<file path="config.mk">
export PLATFORM = sky130hd
export DESIGN_NAME = add32_seq_ctrl
export DESIGN_NICKNAME = d
export VERILOG_FILES = /design/src/rtl/alu32_pkg.sv /design/src/rtl/add32_seq_arb_rr2.sv /design/src/rtl/cla_adder16.sv /design/src/rtl/add32_seq_ctrl.sv
export SDC_FILE = /design/constraint.sdc
export NUM_CORES = 1
export LEC_CHECK = 0
export BUFFER_PORTS_ARGS = -buffer_cell sky130_fd_sc_hd__buf_2
export CAP_MARGIN = 15
export CORE_ASPECT_RATIO = 0.7
export CORE_UTILIZATION = 30
export CTS_BUF_LIST = sky130_fd_sc_hd__clkbuf_8
export DETAILED_ROUTE_END_ITERATION = 8
export PLACE_DENSITY = 0.51
export SLEW_MARGIN = 40
export SYNTH_ARGS = -nofsm -noshare
export SYNTH_HDL_FRONTEND = slang
export SYNTH_HIERARCHICAL = 1
export SYNTH_SLANG_ARGS = --single-unit
</file>
<file path="constraint.sdc">
create_clock -name clk -period 4.2 [get_ports clk]
set_clock_uncertainty 0.2 [all_clocks]
set_input_delay 0.63 -clock clk [delete_from_list [all_inputs] [get_ports clk]]
set_output_delay 0.63 -clock clk [all_outputs]
set_load 0.01 [all_outputs]
</file>
<file path="src/rtl/alu32_pkg.sv">
// Shared widths, FSM state encoding and helpers for the 32-bit shared-adder
// add/sub controller.
package alu32_pkg;

  localparam int WORD_W = 32;
  localparam int HALF_W = 16;

  typedef enum logic [1:0] {
    IDLE = 2'd0,
    LO   = 2'd1,
    HI   = 2'd2,
    RESP = 2'd3
  } add32_state_t;

  typedef logic req_id_t;

  // Two's-complement overflow: like-signed operands producing an opposite-signed sum.
  function automatic logic add_ovf(input logic a_msb, input logic b_msb, input logic s_msb);
    return (a_msb == b_msb) && (s_msb != a_msb);
  endfunction

endpackage

</file>
<file path="src/rtl/add32_seq_arb_rr2.sv">
// Two-requester round-robin arbiter; the pointer names the requester favoured
// on a tie and moves to the loser on every accept.
module arb_rr2 (
  input  logic       clk,
  input  logic       n_rst,
  input  logic [1:0] req,
  input  logic       accept,
  output logic [1:0] grant
);

  logic ptr_r;

  // One-hot grant from the request vector and the priority pointer.
  always_comb begin
    case (req)
      2'b01:   grant = 2'b01;
      2'b10:   grant = 2'b10;
      2'b11:   grant = ptr_r ? 2'b10 : 2'b01;
      default: grant = 2'b00;
    endcase
  end

  // Priority pointer update on accept.
  always_ff @(posedge clk or negedge n_rst) begin
    if (!n_rst) begin
      ptr_r <= 1'b0;
    end else if (accept && (grant != 2'b00)) begin
      ptr_r <= grant[0];
    end else begin
      ptr_r <= ptr_r;
    end
  end

endmodule

</file>
<file path="src/rtl/cla_adder16.sv">
// 16-bit carry-lookahead adder built from four 4-bit lookahead groups.
module cla_adder16 (
  input  logic [15:0] a,
  input  logic [15:0] b,
  input  logic        cin,
  output logic [15:0] sum,
  output logic        c16
);

  // Generate/propagate, per-group lookahead carries and the sum bits.
  always_comb begin
    logic [15:0] g_v;
    logic [15:0] p_v;
    logic [16:0] c_v;
    g_v = a & b;
    p_v = a ^ b;
    c_v = 17'd0;
    c_v[0] = cin;
    for (int k = 0; k < 4; k++) begin
      c_v[4*k+1] = g_v[4*k] | (p_v[4*k] & c_v[4*k]);
      c_v[4*k+2] = g_v[4*k+1] | (p_v[4*k+1] & g_v[4*k])
                 | (p_v[4*k+1] & p_v[4*k] & c_v[4*k]);
      c_v[4*k+3] = g_v[4*k+2] | (p_v[4*k+2] & g_v[4*k+1])
                 | (p_v[4*k+2] & p_v[4*k+1] & g_v[4*k])
                 | (p_v[4*k+2] & p_v[4*k+1] & p_v[4*k] & c_v[4*k]);
      c_v[4*k+4] = g_v[4*k+3] | (p_v[4*k+3] & g_v[4*k+2])
                 | (p_v[4*k+3] & p_v[4*k+2] & g_v[4*k+1])
                 | (p_v[4*k+3] & p_v[4*k+2] & p_v[4*k+1] & g_v[4*k])
                 | (p_v[4*k+3] & p_v[4*k+2] & p_v[4*k+1] & p_v[4*k] & c_v[4*k]);
    end
    sum = p_v ^ c_v[15:0];
    c16 = c_v[16];
  end

endmodule

</file>
<file path="src/rtl/add32_seq_ctrl.sv">
// 32-bit add/sub controller time-sharing one cla_adder16 between two requesters.
// Optional signed-overflow output is compiled in with ADD32_OVF_EN.
module add32_seq_ctrl
  import alu32_pkg::*;
(
  input  logic              clk,
  input  logic              n_rst,
  input  logic [1:0]        req_valid,
  output logic [1:0]        req_ready,
  input  logic [1:0]        req_sub,
  input  logic [WORD_W-1:0] req_a0,
  input  logic [WORD_W-1:0] req_b0,
  input  logic [WORD_W-1:0] req_a1,
  input  logic [WORD_W-1:0] req_b1,
  output logic              rsp_valid,
  input  logic              rsp_ready,
  output logic              rsp_id,
  output logic [WORD_W-1:0] rsp_sum,
  output logic              rsp_cout
`ifdef ADD32_OVF_EN
  ,
  output logic              rsp_ovf
`endif
);

  add32_state_t       state_r, state_nxt_s;
  logic [1:0]         grant_s;
  logic               accept_s;
  req_id_t            win_id_s;
  logic [WORD_W-1:0]  a_r, b_r, sum_r;
  logic               cin_r, c16_r, cout_r, valid_r;
  req_id_t            id_r;
  logic [HALF_W-1:0]  add_a_s, add_b_s, add_sum_s;
  logic               add_cin_s, add_cout_s;

  assign accept_s = (state_r == IDLE) && (req_valid != 2'b00);
  assign win_id_s = grant_s[1];

  arb_rr2 u_arb (
    .clk    (clk),
    .n_rst  (n_rst),
    .req    (req_valid),
    .accept (accept_s),
    .grant  (grant_s)
  );

  cla_adder16 u_add (
    .a   (add_a_s),
    .b   (add_b_s),
    .cin (add_cin_s),
    .sum (add_sum_s),
    .c16 (add_cout_s)
  );

  // State register.
  always_ff @(posedge clk or negedge n_rst) begin
    if (!n_rst) begin
      state_r <= IDLE;
    end else begin
      state_r <= state_nxt_s;
    end
  end

  // Next-state logic.
  always_comb begin
    state_nxt_s = state_r;
    case (state_r)
      IDLE: begin
        if (accept_s) begin
          state_nxt_s = LO;
        end else begin
          state_nxt_s = IDLE;
        end
      end
      LO:   state_nxt_s = HI;
      HI:   state_nxt_s = RESP;
      RESP: begin
        if (rsp_ready) begin
          state_nxt_s = IDLE;
        end else begin
          state_nxt_s = RESP;
        end
      end
      default: state_nxt_s = IDLE;
    endcase
  end

  // Request accept and adder operand mux per state.
  always_comb begin
    req_ready = 2'b00;
    add_a_s   = a_r[HALF_W-1:0];
    add_b_s   = b_r[HALF_W-1:0];
    add_cin_s = cin_r;
    case (state_r)
      IDLE: req_ready = grant_s & {2{n_rst}};
      LO: begin
        add_a_s   = a_r[HALF_W-1:0];
        add_b_s   = b_r[HALF_W-1:0];
        add_cin_s = cin_r;
      end
      HI: begin
        add_a_s   = a_r[WORD_W-1:HALF_W];
        add_b_s   = b_r[WORD_W-1:HALF_W];
        add_cin_s = c16_r;
      end
      RESP:    req_ready = 2'b00;
      default: req_ready = 2'b00;
    endcase
  end

  // Operand capture, half-word result accumulation and response valid.
  always_ff @(posedge clk or negedge n_rst) begin
    if (!n_rst) begin
      a_r     <= {WORD_W{1'b0}};
      b_r     <= {WORD_W{1'b0}};
      cin_r   <= 1'b0;
      id_r    <= 1'b0;
      sum_r   <= {WORD_W{1'b0}};
      c16_r   <= 1'b0;
      cout_r  <= 1'b0;
      valid_r <= 1'b0;
    end else begin
      case (state_r)
        IDLE: begin
          if (accept_s) begin
            // Subtract is folded into an add: invert B here, +1 enters as C0 in LO.
            a_r   <= win_id_s ? req_a1 : req_a0;
            b_r   <= req_sub[win_id_s] ? ~(win_id_s ? req_b1 : req_b0)
                                       :  (win_id_s ? req_b1 : req_b0);
            cin_r <= req_sub[win_id_s];
            id_r  <= win_id_s;
          end
        end
        LO: begin
          sum_r[HALF_W-1:0] <= add_sum_s;
          c16_r             <= add_cout_s;
        end
        HI: begin
          sum_r[WORD_W-1:HALF_W] <= add_sum_s;
          cout_r                 <= add_cout_s;
          valid_r                <= 1'b1;
        end
        RESP: begin
          if (rsp_ready) begin
            valid_r <= 1'b0;
          end
        end
        default: valid_r <= 1'b0;
      endcase
    end
  end

`ifdef ADD32_OVF_EN
  logic ovf_r;

  // Signed overflow, taken from the adder MSB during the high half.
  always_ff @(posedge clk or negedge n_rst) begin
    if (!n_rst) begin
      ovf_r <= 1'b0;
    end else if (state_r == HI) begin
      ovf_r <= add_ovf(a_r[WORD_W-1], b_r[WORD_W-1], add_sum_s[HALF_W-1]);
    end else begin
      ovf_r <= ovf_r;
    end
  end

  assign rsp_ovf = ovf_r;
`endif

  assign rsp_valid = valid_r;
  assign rsp_id    = id_r;
  assign rsp_sum   = sum_r;
  assign rsp_cout  = cout_r;

endmodule

</file>
## Yosys cells after proc, flatten, opt, wreduce, memory -nomap -nowiden

Cells that the tools add are included.

- Bits in registers: 104
- Bits of input ports: 135
- Output and inout port bits: 37
- Word-level logic and storage cells: 152

- Magnitude comparators: 1
- Equal/unequal tests: 7
- Muxes and demuxes: 16
- Bitwise logic cells: 109
- Reductions and logical operators: 8

Operator list:

| cell | count |
|---|---|
| $mux W32 | 3 |
| $and A1 B1 Y1 | 64 |
| $or A1 B1 Y1 | 40 |
| $mux W16 | 2 |
| $not A32 Y32 | 1 |
| $xor A16 B16 Y16 | 2 |
| $and A16 B16 Y16 | 1 |
| $eq A2 B2 Y1 const B | 4 |
| $pmux W2 S4 | 1 |
| $mux W2 | 3 |
| $pmux W2 S3 | 1 |
| $reduce_bool A2 Y1 | 3 |
| $mux W1 | 5 |
| $eq A2 B1 Y1 const B | 2 |
| $reduce_and A2 Y1 | 2 |
| $and A2 B2 Y2 | 1 |
| $logic_and A1 B1 Y1 | 2 |
| $logic_not A2 Y1 | 1 |
| $lt A1 B2 Y1 const B | 1 |
| $ne A2 B2 Y1 const B | 1 |
| $pmux W1 S2 | 1 |

## Depth between registers and ports, before layout

Gate-level depths: netlist (run 1).

- Depth after elaboration: 15
- Depth in mapped cells: 12
- Depth with buffers taken out: 10

## Cells and area by module

Netlist (run 1), hierarchy kept.

By module, submodules not included:

| module | instances | cells an instance | area each (um^2) | seq. area each (um^2) |
|---|---|---|---|---|
| add32_seq_ctrl | 1 | 374 | 5402.7 | 2577.5 |
| cla_adder16 | 1 | 85 | 673.1 | 0.0 |
| arb_rr2 | 1 | 6 | 55.1 | 25.0 |

## Worst setup path after synthesis (run 1)

No wires, ideal clock.

- Path type: register to register
- Start: register state_r[1]
- End: register sum_r[29] (netlist: rsp_sum[29])
- Setup time: 128 ps
- Arrival: 3085 ps
- Data required time: 3872 ps
- Slack: 787 ps
- Cell stages (with the launch flop): 13
- Buffers on the path: 2
- Clock period less this slack: 3413 ps
- Cell sequence: dfrtp_1 -> nor2b_1 -> buf_2 -> buf_2 -> mux2_1 -> ha_1 -> a211oi_1 -> o21a_1 -> o21ba_1 -> nand2_1 -> fa_1 -> xor2_1 -> mux2_1

- Elaborated cells between the ends (all ways): 42
- Classes of those cells: eq/ne: 1; mux: 3; bitwise: 38

RTL lines:

| element | line | source |
|---|---|---|
| start: declaration | add32_seq_ctrl.sv:26 | `add32_state_t state_r, state_nxt_s;` |
| start signal: assignment | add32_seq_ctrl.sv:60 | `state_r <= state_nxt_s;` |
| $eq A2 B2 Y1 * | add32_seq_ctrl.sv:94 | `case (state_r)` |
| $mux W16 * | add32_seq_ctrl.sv:94 |  |
| named net add_a_s[0] | add32_seq_ctrl.sv:33 | `logic [HALF_W-1:0] add_a_s, add_b_s, add_sum_s;` |
| $and A16 B16 Y16 or $xor A16 B16 Y16 (tied branches) | cla_adder16.sv:15, cla_adder16.sv:16 |  |
| $and A1 B1 Y1 (on tied branches) | cla_adder16.sv:28, cla_adder16.sv:29 |  |
| $or A1 B1 Y1 or $and A1 B1 Y1 (tied branches) | cla_adder16.sv:28, cla_adder16.sv:29 |  |
| $or A1 B1 Y1 * | cla_adder16.sv:29 | `\| (p_v[4*k+3] & p_v[4*k+2] & p_v[4*k+1] & p_v[4*k] & c_v[4*k]);` |
| $and A1 B1 Y1 * | cla_adder16.sv:29 |  |
| $or A1 B1 Y1 * | cla_adder16.sv:29 |  |
| $and A1 B1 Y1 * | cla_adder16.sv:29 |  |
| $or A1 B1 Y1 * | cla_adder16.sv:29 |  |
| $and A1 B1 Y1 * | cla_adder16.sv:20 | `c_v[4*k+1] = g_v[4*k] \| (p_v[4*k] & c_v[4*k]);` |
| $or A1 B1 Y1 * | cla_adder16.sv:20 |  |
| $xor A16 B16 Y16 * | cla_adder16.sv:31 | `sum = p_v ^ c_v[15:0];` |
| named net add_sum_s[13] | add32_seq_ctrl.sv:33 |  |
| end signal: assignment | add32_seq_ctrl.sv:118 | `sum_r <= {WORD_W{1'b0}};` |
| end signal: indexed assignment | add32_seq_ctrl.sv:135 | `sum_r[HALF_W-1:0] <= add_sum_s;` |
| end signal: indexed assignment | add32_seq_ctrl.sv:139 | `sum_r[WORD_W-1:HALF_W] <= add_sum_s;` |
| end: declaration | add32_seq_ctrl.sv:30 | `logic [WORD_W-1:0] a_r, b_r, sum_r;` |

Mark *: on every way through the listed nets, which the timed path passes. The rest lies on a longest branch.
A chain may end at the register's enable or synchronous reset.

## Worst setup path after layout (run 1)

- Start: register state_r[0]
- End: register sum_r[25] (netlist: rsp_sum[25])

- Longest elaborated chain between the ends: 13
- Elaborated cells between the ends (all ways): 31
- Classes of those cells: eq/ne: 1; mux: 3; bitwise: 27

RTL lines:

| element | line | source |
|---|---|---|
| $eq A2 B2 Y1 * | add32_seq_ctrl.sv:94 |  |
| $mux W16 * | add32_seq_ctrl.sv:94 |  |
| named net add_b_s[3] | add32_seq_ctrl.sv:33 |  |
| $xor A16 B16 Y16 | cla_adder16.sv:16 | `p_v = a ^ b;` |
| $and A1 B1 Y1 (on tied branches) | - |  |
| $or A1 B1 Y1 (tied with other cells) | cla_adder16.sv:26 | `c_v[4*k+4] = g_v[4*k+3] \| (p_v[4*k+3] & g_v[4*k+2])` |
| $or A1 B1 Y1 (tied with other cells) | cla_adder16.sv:27 | `\| (p_v[4*k+3] & p_v[4*k+2] & g_v[4*k+1])` |
| $or A1 B1 Y1 or $and A1 B1 Y1 (tied branches) | cla_adder16.sv:28, cla_adder16.sv:29 |  |
| $or A1 B1 Y1 * | cla_adder16.sv:29 |  |
| $and A1 B1 Y1 * | cla_adder16.sv:29 |  |
| $or A1 B1 Y1 * | cla_adder16.sv:29 |  |
| $and A1 B1 Y1 * | cla_adder16.sv:20 |  |
| $or A1 B1 Y1 * | cla_adder16.sv:20 |  |
| $xor A16 B16 Y16 * | cla_adder16.sv:31 |  |
| named net add_sum_s[9] | add32_seq_ctrl.sv:33 |  |

Marks and branches as above.

==> results.cfg, run 1 <==
[drt]
vias = 4076
routed_wl_um = 14900
via_per_inst = 4.50
route.detailed.drc = 0
first_iter_violations = 230
ant_nets = 0
dr.pass1.iters = 4
avgRoutedWirePerCell_um = 16.5

[timing]
slew_viol_final = 0
rsz0062_at_grt = no
holdWs_ps = 286
maxSlewHeadroom_pct = 57.0
layout_min_cycle_time_ps = 3790
worst_pin_slew_ps = 645
clock.fmax_ghz = 0.264
hold_viol = 0
tns_ps = 0
min_period_over_period_pct = 90.3
fin_ws_ps = 408
setup_viol = 0

[finish]
n_antenna_cell = 0
stdcell_area_um2 = 7460
final_cell_mix = 170 x buf_2, 104 x dfrtp_1, 88 x mux2_1, 58 x mux2_2, 37 x xor2_1
layout_commonest_cell = buf_2
drive_above_1_share_pct = 43.6
area_growth_pct = 21.6
nNetsFinal = 786

[clock_tree]
insertion_delay_ps = 370
cts_hold_buf = 1
h-tree-depth = 3
post-cts-setup-buffer-count = 0
cts_tree = yes
cts_max_path_buffers = 2
clock_sinks = 104
cts-buffers-inserted = 9
ctsResizeCount = 0
cts-root-buf = clkbuf_8
clk_pin_slew_worst_paths_ps = 100

[floorplan]
core_um2 = 19900
row_count = 43
ioPinCount = 172
die_h_um = 122
die_w_um = 173
start_util_pct = 30.8
die-area_um2 = 21000

[run_status]
status = completed

[global_routing]
grt_pass1_vias = 4276
antenna_found_initial = 0
track_usage_pct = 15.0
grt_max_degree = 71
grt_pass1_wl_um = 23800
overflow = 0

[power_and_ir_drop]
p_per_area_nw_per_um2 = 843
p_clk_share_pct = 9.7
power.switching_w = 0.00265
seqPwrFrac_pct = 29.9
leakagePower_nw = 3.49
internal_power_w = 0.00364
comb_power_share_pct = 60.4
ir_drop_mv = 0.322
switching_share_pct = 42.1

[yosys]
synth_top_area_share_pct = 42.4
synth_ff_type = dfrtp_1
syn_area_per_cell_um2 = 13.2
synth_edf_count = 0
ys_ff_latch = 104
syn-num-nets = 620
synth_area_um2 = 6130
ys_seq_area_share_pct = 42.4
synth_top_area_cell = dfrtp_1
synthArstFlopShare_pct = 100
yosysWarnings = 6
synth_cell_types = 40
synthCells = 465
synthTopCellsByArea = dfrtp_1 42%, mux2_1 16%, mux2_2 11%, mux2i_1 5.4%, xor2_1 5.3%

[worst_setup_path]
r2r-start = state_r[0]$_DFF_PN0_
critPathCaptureType = register
endpoint = rsp_sum[25]$_DFFE_PN0P_
worstReg2RegEnd = rsp_sum[25]$_DFFE_PN0P_
cp.arrival_ps = 3840
cp-startpoint = state_r[0]$_DFF_PN0_
required_ps = 4250
r2r_slack_ps = 410
crit_type = register to register
cp_max_fo = 13
r2r_cells = 10
startpoint_type = register

[placed_design]
pre_cts_ws_ps = 434
finalWeightedCongestion = 0.924
hpwl_um = 12000
placed_area_um2 = 7250
portBuffers = 171

[flow_run]
max_cap_viol_count = 0

[worst_hold_path]
hold_path.class = register to register
==> Yosys cell counts, types with 6 or more instances <==
cell and instances:
mux2i_1 33, inv_1 7, mux2_4 17, nand2_1 8
ha_1 16, buf_6 11, xor2_1 37, buf_2 14
mux2_1 88, mux2_2 58, dfrtp_1 104, nor2_1 11
xnor2_1 6
==> registers in the layout (all words and copies together), names as in the netlist <==
register and flops:
rsp_cout 1, a_r 32, state_r 2, u_arb/ptr_r 1
rsp_id 1, rsp_sum 32, rsp_valid 1, c16_r 1
b_r 32, cin_r 1
==> layout make-up <==
cell class,instances,area [um2]
clock inverters,3,16.3
inverters,7,26.3
repair buffers,182,972
clock buffers,13,179
multi-input cells,327,3320
fillers,1991,12500
flip-flops and latches,104,2600
well taps,270,338
==> worst max-delay path, cell delays in order (launching register included) <==
cell	delay (ps)
dfrtp_1	470
nor2b_4	380
buf_4	310
mux2_1	350
ha_1	330
o21a_1	210
o21ai_0	350
o31ai_1	150
fa_1	400
xor2_1	190
mux2_1	310
==> per-layer routing <==
metal	global-route usage [%]	vias to the layer above	wire length [um]
met1	21.5	1929	7610
met3	3.56	12	847
met2	22.5	146	6290
met5	0	-	0
li1	-	1989	-
met4	3.98	0	183
==> power groups by stage <==
stage,registers [W],logic (W),clock network [W]
CTS,0.00189,0.00384,0.000637
floorplan,0.00183,0.00268,0
global route,0.00194,0.00418,0.000680
detailed placement,0.00191,0.00382,0
finish,0.00188,0.00379,0.000609
global placement,0.00191,0.00368,0
==> worst min path at each step <==
stage | slack, ps | end | from | depth (start not counted)
2_1_floorplan | 130 | a_r[0]$_DFFE_PN0P_ | n_rst | 0
3_3_place_gp | 270 | rsp_sum[17]$_DFFE_PN0P_ | rsp_sum[17]$_DFFE_PN0P_ | 1
3_5_place_dp | 270 | rsp_sum[23]$_DFFE_PN0P_ | rsp_sum[23]$_DFFE_PN0P_ | 1
4_1_cts | 260 | u_arb/ptr_r$_DFFE_PN0P_ | req_valid[1] | 2
5_1_grt | 300 | u_arb/ptr_r$_DFFE_PN0P_ | req_valid[1] | 2
6_report | 290 | rsp_sum[23]$_DFFE_PN0P_ | rsp_sum[23]$_DFFE_PN0P_ | 1
==> kinds of logic (layout without fill, tap and decap cells) <==
kind of cell    count (synthesis)  in the layout  synth area share [%]
buf+inv                        34            205                  3.84
compound gates                 32             32                  3.57
mux                           197            197                  36.7
flops                         104            104                  42.4
xor+xnor                       43             43                  6.14
simple gates                   35             35                  2.69
fa+ha+maj                      20             20                  4.57
==> per-stage QoR <==
step,instances,utilization (%),total power (W)
floorplan,465,-,0.00451
global placement,888,36.3,0.00559
detailed placement,889,36.4,0.00573
CTS,906,37.5,0.00636
global route,906,37.5,0.00681
finish,906,37.5,0.00628
No activity file was read; power rests on OpenSTA's default activity.
==> run 2: changes to the inputs <==
--- a/config.mk
+++ b/config.mk
@@ -12,6 +12,7 @@
 export CTS_BUF_LIST = sky130_fd_sc_hd__clkbuf_8
 export DETAILED_ROUTE_END_ITERATION = 8
 export PLACE_DENSITY = 0.51
+export RECOVER_POWER = 50
 export SLEW_MARGIN = 40
 export SYNTH_ARGS = -nofsm -noshare
 export SYNTH_HDL_FRONTEND = slang
==> results.cfg, run 2 (same netlist as run 1, synthesis figures left out) <==
[run_status]
status = finished, violations left
violations = capacitance limit, slew limit

[global_routing]
overflow = 0
grt_pass1_vias = 4276
antenna_found_initial = 0
grt_max_degree = 71
grt_pass1_wl_um = 23800
track_usage_pct = 15.0

[worst_setup_path]
critPathCaptureType = register
startpoint_type = register
cp_max_fo = 13
cp-startpoint = state_r[0]$_DFF_PN0_
r2r_slack_ps = 420
r2r_cells = 11
worstReg2RegEnd = rsp_sum[29]$_DFFE_PN0P_
crit_type = register to register
required_ps = 4250
endpoint = rsp_sum[29]$_DFFE_PN0P_
r2r-start = state_r[0]$_DFF_PN0_
cp.arrival_ps = 3830

[clock_tree]
insertion_delay_ps = 370
cts_max_path_buffers = 2
post-cts-setup-buffer-count = 0
cts_tree = yes
h-tree-depth = 3
cts-buffers-inserted = 9
clk_pin_slew_worst_paths_ps = 100
cts-root-buf = clkbuf_8
clock_sinks = 104

[placed_design]
hpwl_um = 12000
place_inst = 889
portBuffers = 171
pre_cts_ws_ps = 434
finalWeightedCongestion = 0.924

[floorplan]
die_w_um = 173
start_util_pct = 30.8
die-area_um2 = 21000
row_count = 43
ioPinCount = 172
core_um2 = 19900
die_h_um = 122

[drt]
vias = 4069
via_per_inst = 4.49
first_iter_violations = 226
route.detailed.drc = 0
ant_nets = 0
routed_wl_um = 14900
dr.pass1.iters = 4
avgRoutedWirePerCell_um = 16.5

[timing]
rsz0062_at_grt = no
fin_ws_ps = 421
holdWs_ps = 289
maxSlewHeadroom_pct = -15.2
clock.fmax_ghz = 0.265
setup_viol = 0
worst_pin_slew_ps = 1730
hold_viol = 0
tns_ps = 0
slew_viol_final = 105
layout_min_cycle_time_ps = 3780
min_period_over_period_pct = 90.0

[finish]
area_growth_pct = 20.3
drive_above_1_share_pct = 36.8
nNetsFinal = 786
final_cell_mix = 135 x buf_2, 104 x dfrtp_1, 94 x mux2_1, 58 x mux2_2, 37 x xor2_1
finalNonFillerCells = 906
layout_commonest_cell = buf_2
n_antenna_cell = 0

[power_and_ir_drop]
ir_drop_mv = 0.320
leakagePower_nw = 3.37
p_per_area_nw_per_um2 = 842

[worst_hold_path]
hold_path.class = input pin to register

[flow_run]
max_cap_viol_count = 2
-- run 2: cell count changes in the layout (fill, tap and decap cells not counted) --
cell,previous run,this run
clkbuf_1,0,35
mux2_1,88,94
nor2_1,11,12
clkbuf_2,0,1
o21a_1,2,3
buf_2,170,135
o21a_4,1,0
nor2_2,1,0
buf_6,1,0
mux2_4,17,11
-- run 2: worst min path at each step --
| stage | startpoint | cells past startpoint | slack, ps | to |
|---|---|---|---|---|
| floorplan | n_rst | 0 | 130 | a_r[0]$_DFFE_PN0P_ |
| global placement | rsp_sum[17]$_DFFE_PN0P_ | 1 | 270 | rsp_sum[17]$_DFFE_PN0P_ |
| detailed placement | rsp_sum[23]$_DFFE_PN0P_ | 1 | 270 | rsp_sum[23]$_DFFE_PN0P_ |
| CTS | req_valid[1] | 2 | 260 | u_arb/ptr_r$_DFFE_PN0P_ |
| global route | req_valid[1] | 2 | 290 | u_arb/ptr_r$_DFFE_PN0P_ |
| finish | req_valid[1] | 2 | 290 | u_arb/ptr_r$_DFFE_PN0P_ |
-- run 2: timing repair --
| item | in CTS | in global routing |
|---|---|---|
| endpoints found under the hold margin | 2 | 0 |
| endpoints found under the setup margin | 0 | 0 |
| gates resized for setup | 0 | 0 |
| hold buffers | 1 | 0 |
-- run 2: metal layers --
layer  up-vias  share of wire [%]  routed length [um]  global-route usage, %
li1       1984                  -                   -                      -
met1      1933                 51                7660                   21.5
met2       141                 42                6250                   22.5
met3        11                5.6                 831                   3.56
met4         0                1.1                 170                   3.98
met5         -                  0                   0                      0
-- run 2: final cells by class --
type                            count  area, um2
Clock inverter                      3       16.3
Inverter                            7       26.3
Fill cell                        2012      12500
Clock buffer                       13        179
Sequential cell                   104       2600
Multi-Input combinational cell    327       3290
Timing Repair Buffer              182        922
Tap cell                          270        338
-- run 2: worst max-delay path, stage by stage, from the launching register on --
cell and delay (ps):
dfrtp_1 460, nor2b_4 380, buf_4 310, mux2_1 360, ha_1 220, a211oi_1 310, o21a_1 260, o21ba_1 210
nand2_1 90, fa_1 380, xor2_1 180, mux2_1 300
-- run 2: power by group --
part,total (W),internal (W),switching (W)
sequential,0.00188,0.00154,0.000339
combinational,0.00372,0.00174,0.00198
clock,0.000611,0.000278,0.000332
total,0.00621,0.00356,0.00265
-- run 2: metrics by stage --
stage / utilization [%] / instance area, um2 / total power (W)
after detailed placement: 36.4 / 7250 / 0.00573
after floorplan: - / 6130 / 0.00451
after global routing: 37.0 / 7370 / 0.00673
after CTS: 37.5 / 7460 / 0.00636
final: 37.0 / 7370 / 0.00621
after global placement: 36.3 / 7220 / 0.00559
